$ cat config.mk
export PLATFORM = sky130hd
export DESIGN_NAME = mem_host_ctrl
export DESIGN_NICKNAME = d
export VERILOG_FILES = /design/src/rtl/mem_host_ctrl.sv
export SDC_FILE = /design/constraint.sdc
export NUM_CORES = 1
export LEC_CHECK = 0
export ABC_AREA = 1
export BUFFER_PORTS_ARGS = -buffer_cell sky130_fd_sc_hd__buf_2
export CAP_MARGIN = 20
export CORE_MARGIN = 2
export CORE_UTILIZATION = 50
export DETAILED_ROUTE_END_ITERATION = 6
export GPL_ROUTABILITY_DRIVEN = 0
export PLACE_DENSITY_LB_ADDON = 0.15
export REMOVE_ABC_BUFFERS = 1
export SLEW_MARGIN = 10
export SYNTH_ARGS = -nofsm -noshare
export SYNTH_HDL_FRONTEND = slang
export SYNTH_SLANG_ARGS = --single-unit
$ cat constraint.sdc
create_clock -name clk -period 3.7 [get_ports clk]
set_clock_uncertainty 0.15 [all_clocks]
set_input_delay 0.74 -clock clk [delete_from_list [all_inputs] [get_ports clk]]
set_output_delay 0.74 -clock clk [all_outputs]
set_load 0.02 [all_outputs]
$ cat src/rtl/mem_host_ctrl.sv
// Host-side initiator for the 8x8 memory unit: turns a valid/ready request into
// op/select commands, waits for the matching acknowledge or a timeout, then idles.
module mem_host_ctrl #(
  parameter int unsigned ADDR_W     = 3,
  parameter int unsigned DATA_W     = 8,
  parameter int unsigned TIMEOUT    = 8,
  parameter int unsigned GAP_CYCLES = 2
) (
  input  logic              clk,
  input  logic              rst_n,
  input  logic              req_valid,
  output logic              req_ready,
  input  logic              req_we,
  input  logic [ADDR_W-1:0] req_adr,
  input  logic [DATA_W-1:0] req_wdata,
  output logic              rsp_valid,
  output logic [DATA_W-1:0] rsp_rdata,
  output logic              rsp_err,
  output logic              mem_op,
  output logic              mem_select,
  output logic [ADDR_W-1:0] mem_adr,
  output logic [DATA_W-1:0] mem_in,
  input  logic              mem_valid,
  input  logic              mem_rw,
  input  logic [DATA_W-1:0] mem_out
);

  localparam int unsigned TO_W  = $clog2(TIMEOUT + 1);
  localparam int unsigned GAP_W = $clog2(GAP_CYCLES + 1);

  typedef enum logic [2:0] {
    S_INIT,
    S_IDLE,
    S_WRITE,
    S_READ,
    S_GAP
  } state_t;

  state_t            state, state_d;
  logic [GAP_W-1:0]  gap_cnt, gap_cnt_d;
  logic [TO_W-1:0]   to_cnt, to_cnt_d;
  logic              op_d, select_d, ready_d, rsp_valid_d, rsp_err_d;
  logic [ADDR_W-1:0] adr_d;
  logic [DATA_W-1:0] in_d, rdata_d;
  logic              gap_done, to_expired;

  assign gap_done   = (gap_cnt == GAP_W'(GAP_CYCLES - 1));
  assign to_expired = (to_cnt == TO_W'(TIMEOUT - 1));

  // State and all registered outputs.
  always_ff @(posedge clk or negedge rst_n) begin
    if (!rst_n) begin
      state      <= S_INIT;
      gap_cnt    <= '0;
      to_cnt     <= '0;
      mem_op     <= 1'b0;
      mem_select <= 1'b0;
      mem_adr    <= '0;
      mem_in     <= '0;
      req_ready  <= 1'b0;
      rsp_valid  <= 1'b0;
      rsp_err    <= 1'b0;
      rsp_rdata  <= '0;
    end else begin
      state      <= state_d;
      gap_cnt    <= gap_cnt_d;
      to_cnt     <= to_cnt_d;
      mem_op     <= op_d;
      mem_select <= select_d;
      mem_adr    <= adr_d;
      mem_in     <= in_d;
      req_ready  <= ready_d;
      rsp_valid  <= rsp_valid_d;
      rsp_err    <= rsp_err_d;
      rsp_rdata  <= rdata_d;
    end
  end

  // Next state and next register values; command defaults to idle (00).
  always_comb begin
    state_d     = state;
    gap_cnt_d   = gap_cnt;
    to_cnt_d    = to_cnt;
    op_d        = 1'b0;
    select_d    = 1'b0;
    adr_d       = mem_adr;
    in_d        = mem_in;
    ready_d     = 1'b0;
    rsp_valid_d = 1'b0;
    rsp_err_d   = 1'b0;
    rdata_d     = rsp_rdata;

    unique case (state)
      S_INIT, S_GAP: begin
        if (gap_done) begin
          state_d   = S_IDLE;
          gap_cnt_d = '0;
          ready_d   = 1'b1;
        end else begin
          gap_cnt_d = gap_cnt + GAP_W'(1);
        end
      end

      S_IDLE: begin
        ready_d = 1'b1;
        if (req_valid && req_ready) begin
          ready_d  = 1'b0;
          adr_d    = req_adr;
          in_d     = req_wdata;
          to_cnt_d = '0;
          select_d = 1'b1;
          op_d     = req_we;
          state_d  = req_we ? S_WRITE : S_READ;
        end
      end

      S_WRITE, S_READ: begin
        op_d     = (state == S_WRITE);
        select_d = 1'b1;
        to_cnt_d = to_cnt + TO_W'(1);
        // An acknowledge in the expiry cycle takes priority over the timeout.
        if (mem_valid && (mem_rw == (state == S_WRITE))) begin
          rsp_valid_d = 1'b1;
          if (state == S_READ) rdata_d = mem_out;
        end else if (to_expired) begin
          rsp_valid_d = 1'b1;
          rsp_err_d   = 1'b1;
        end
        if (rsp_valid_d) begin
          op_d      = 1'b0;
          select_d  = 1'b0;
          gap_cnt_d = '0;
          state_d   = S_GAP;
        end
      end

      default: state_d = S_INIT;
    endcase
  end

endmodule

; ---- After elaboration in Yosys (flattened, before gate mapping)
; Cells that the tools add are included.
[word_totals]
reg_bits = 33
inputBits = 25
out_inout_bits = 24
word_cells = 60
[op_classes]
n_addsub = 2
n_eq_ne = 10
n_mux = 25
n_reduce_logical = 12
[ops]
columns = op, n
row1 = 1-bit two-way mux, 13
row2 = 3-bit two-way mux, 3
row3 = 3-bit one-hot mux with 3 select lines, 1
row4 = 4-bit one-hot mux with 2 select lines, 1
row5 = 3-bit by 2-bit == test with 1-bit output (second input constant), 2
row6 = 2-bit != test (second input constant), 3
row7 = 1-bit one-hot mux with 2 select lines, 3
row8 = 2-bit AND reduction, 3
row9 = 3-bit AND reduction, 2
row10 = 4-bit by 1-bit adder with 4-bit output (second input constant), 1
row11 = 4-bit by 3-bit == test with 1-bit output (second input constant), 1
row12 = 2-bit two-way mux, 2
row13 = 4-bit two-way mux, 1
row14 = 2-bit one-hot mux with 2 select lines, 1
row15 = 2-bit nonzero test, 2
row16 = 2-bit OR reduction, 2
row17 = 3-bit by 1-bit == test with 1-bit output (second input constant), 1
row18 = 3-bit == test (second input constant), 1
row19 = 3-bit zero test, 1
row20 = 2-bit by 1-bit adder with 2-bit output (second input constant), 1
row21 = 2-bit by 1-bit == test with 1-bit output (second input constant), 1
row22 = 1-bit logical AND, 2
row23 = 1-bit == test, 1

; ---- Longest topological paths before layout
[depth]
word_depth = 7
depth_mapped = 8
ltp_nobuf = 8

; ---- Least setup slack after synthesis
; Ideal clock, no wire load.
[synth_timing]
kind = input to register
start = in mem_rw
end = reg rsp_rdata[0]
setup_ns = 0.125
arrival_time_ns = 1.275
required_time_ns = 3.425
setup_slack_ns = 2.150
stages = 3
path_buffers = 0
path_cell_list = inv_1 nand4_4 mux2_2
[synth_via]
elab_chain_cells = 3
[synth_lines]
columns = item, line_no
row1 = start: declaration, 24  ; input logic mem_rw,
row2 = 1-bit == test, 122  ; if (mem_valid && (mem_rw == (state == S_WRITE))) begin
row3 = 1-bit logical AND, 122
row4 = 3-bit AND reduction (no line), -
row5 = end signal: assignment, 75  ; rsp_rdata <= rdata_d;
row6 = end: declaration, 17  ; output logic [DATA_W-1:0] rsp_rdata,
; Every way passes these cells.
; A chain may end at the register's enable or synchronous reset.

; ---- Worst setup path in the final report
[layout_timing]
start = reg mem_in[6]
end = out mem_in[6]
[layout_lines]
columns = item, line_no
row1 = start: declaration, 22  ; output logic [DATA_W-1:0] mem_in,
row2 = start signal: assignment, 71  ; mem_in <= in_d;
; No word-level cell between the ends.

==> impl_metrics.toml <==
[place]
hpwl_mm = 1.98
placed_area_mm2 = 0.00164
port_buffers = 48

[cells_and_area]
fin_area_mm2 = 0.00168
final_common_cell = "nand2_1"
layout-drive-gt1-share_pct = 35.8
area_growth_pct = 22.0
nets = 217
mostFrequentLayoutCells = "nand2_1, buf_2, dfrtp_1"
antenna_cells = 0
final_util_pct = 62.5
fillers = 255

[timing]
finalSetupViolations = 0
max-slew-margin-rel_pct = 54.1
tightestPinTransition_ns = 0.689
hold_viol_final = 0
period_needed_ns = 1.79
drv_slew = 0
fmax_ghz = 0.558
setup_tns_ns = 0
rsz0062_at_grt = "no"
period_share_pct = 48.5

[synthesis]
ys_warn_count = 0
synth-seq-cells = 33
syn_area_mm2 = 0.00138
netlist_instances = 138
seq_area_frac_synth_pct = 60.0
synth.distinct_cells = 20
synth.area.top_cells = "dfrtp_1, nand2_1, mux2_2"
synth_top_area_cell = "dfrtp_1"
synth_top_area_share_pct = 60.0
synth.avg_cell_area_um2 = 9.97

[critical_path]
crit_cells = 1
crit_buf_inv = 1
r2r_end = "mem_adr[0]"
rrSetupSlack_ns = 2.04
worstPathRequired_ns = 2.81
critPathLaunch = "mem_in[6]"
criticalPathCategory = "reg2out"
crit_fanout = 2
worst_path_largest_cell_delay_ns = 0.41
end_kind = "output port"
critPathArrivalTime_ns = 0.90
r2r-start = "state[2]"
crit_family = "flip-flops"
crit_end = "mem_in[6]"
startpoint_type = "flip-flop"
rr_worst_depth = 6
crit_slowest_cell = "dfrtp_1"
cp_cell_sequence = "buf_2"

[clock_tree]
cts_resized = 0
path_clk_slew_ns = 0.10
clkLatencyLatePin_ns = 0.33
cts_tree = "done"
ctsLongestPathBuffers = 2
numCtsBuffers = 5
cts.sink_count = 33
post_cts_buffers = 0
cts_root_buf = "clkbuf_4"
cts_htree_levels = 2
hold_buffers = 0

[global_routing]
grt_pass1_wl_mm = 4.51
grt_max_degree = 34
grt_pass1_vias = 1053
grt.overflow.total = 0
gr-usage-all-layers_pct = 18.9
antenna_found_initial = 0

[power]
power_density_mw_per_mm2 = 809
peakVddDrop_uv = 539
leakagePower_nw = 0.975

[floorplan]
ios = 49
rows = 19
die_area_mm2 = 0.00319
start_util_pct = 51.2
die_w_um = 56.5
die_y_um = 56.5
core-area_mm2 = 0.00269

[detailed_routing]
drt_iter0_drc = 25
viasPerCell = 4.90
wl_mm = 2.63
drcViolationCount = 0
vias = 1082
route.detailed.wl_per_inst_um = 11.9
drt-pass1-iter-count = 4
ant_nets = 0

[outcome]
status = "completed"

[min_path]
holdCritPathClass = "in2async"

[run]
maxCapViolations = 0
## layout make-up
cell class	instances	area, µm²	area share, %
clock buffers	5	37.5	2.24
clock inverters	1	5.00	0.298
inverters	14	52.6	3.13
multi-input cells	89	479	28.5
flip-flops and latches	33	826	49.2
well taps	31	38.8	2.31
repair buffers	48	240	14.3
## state kept, by name (all words and copies together), names as in the netlist
name / count
mem_op: 1
rsp_rdata: 8
rsp_err: 1
mem_adr: 3
state: 3
mem_select: 1
req_ready: 1
mem_in: 8
gap_cnt: 2
rsp_valid: 1
to_cnt: 4
## logic make-up after synthesis
family          after synthesis  synth area share [%]
compound gates                9                  4.18
xor+xnor                      1                 0.636
fa+ha+maj                     1                 0.909
buf+inv                      16                  5.18
flops                        33                  60.0
mux                           8                  6.55
simple gates                 70                  22.5
## worst min-delay path by stage
stage,start,to,slack (ns)
after global routing,rst_n,rsp_err,0.35
after detailed placement,mem_in[3],mem_in[3],0.31
after floorplan,rst_n,gap_cnt[0],0.29
final,rst_n,rsp_err,0.29
after CTS,rst_n,rsp_err,0.31
after global placement,mem_in[5],mem_in[5],0.30
## power breakdown
part | total (mW) | leakage, nW | switching [mW] | internal [mW]
clock | 0.175 | 0.0269 | 0.109 | 0.0657
combinational | 0.589 | 0.524 | 0.374 | 0.215
sequential | 0.594 | 0.425 | 0.0867 | 0.508
## through the flow
stage	cells	hold WS, ns	worst slack, ns	total power, mW
detailed placement	215	0.307	1.79	1.20
global placement	215	0.303	1.83	1.18
floorplan	136	0.294	2.05	0.997
global route	221	0.347	1.85	1.47
finish	221	0.289	1.91	1.36
CTS	221	0.309	1.90	1.38
## routing by layer
layer / vias to the layer above / part of all wire (%) / global-route usage, %
met4: 0 / 1.8 / 7.82
met1: 499 / 42 / 22.3
met2: 34 / 50 / 30.2
met5: - / 0 / 0
li1: 543 / - / -
met3: 6 / 6.3 / 7.83
## synthesized netlist by cell type (all sizes together)
master / number
a31o: 1
nand3: 10
a22o: 1
nand2: 51
buf: 2
dfrtp: 33
inv: 14
o31ai: 1
o22ai: 1
a21oi: 1
ha: 1
mux2: 8
o21ai: 4
xor2: 1
nand4: 2
nor2: 7
(Power assumes the default switching activity.)
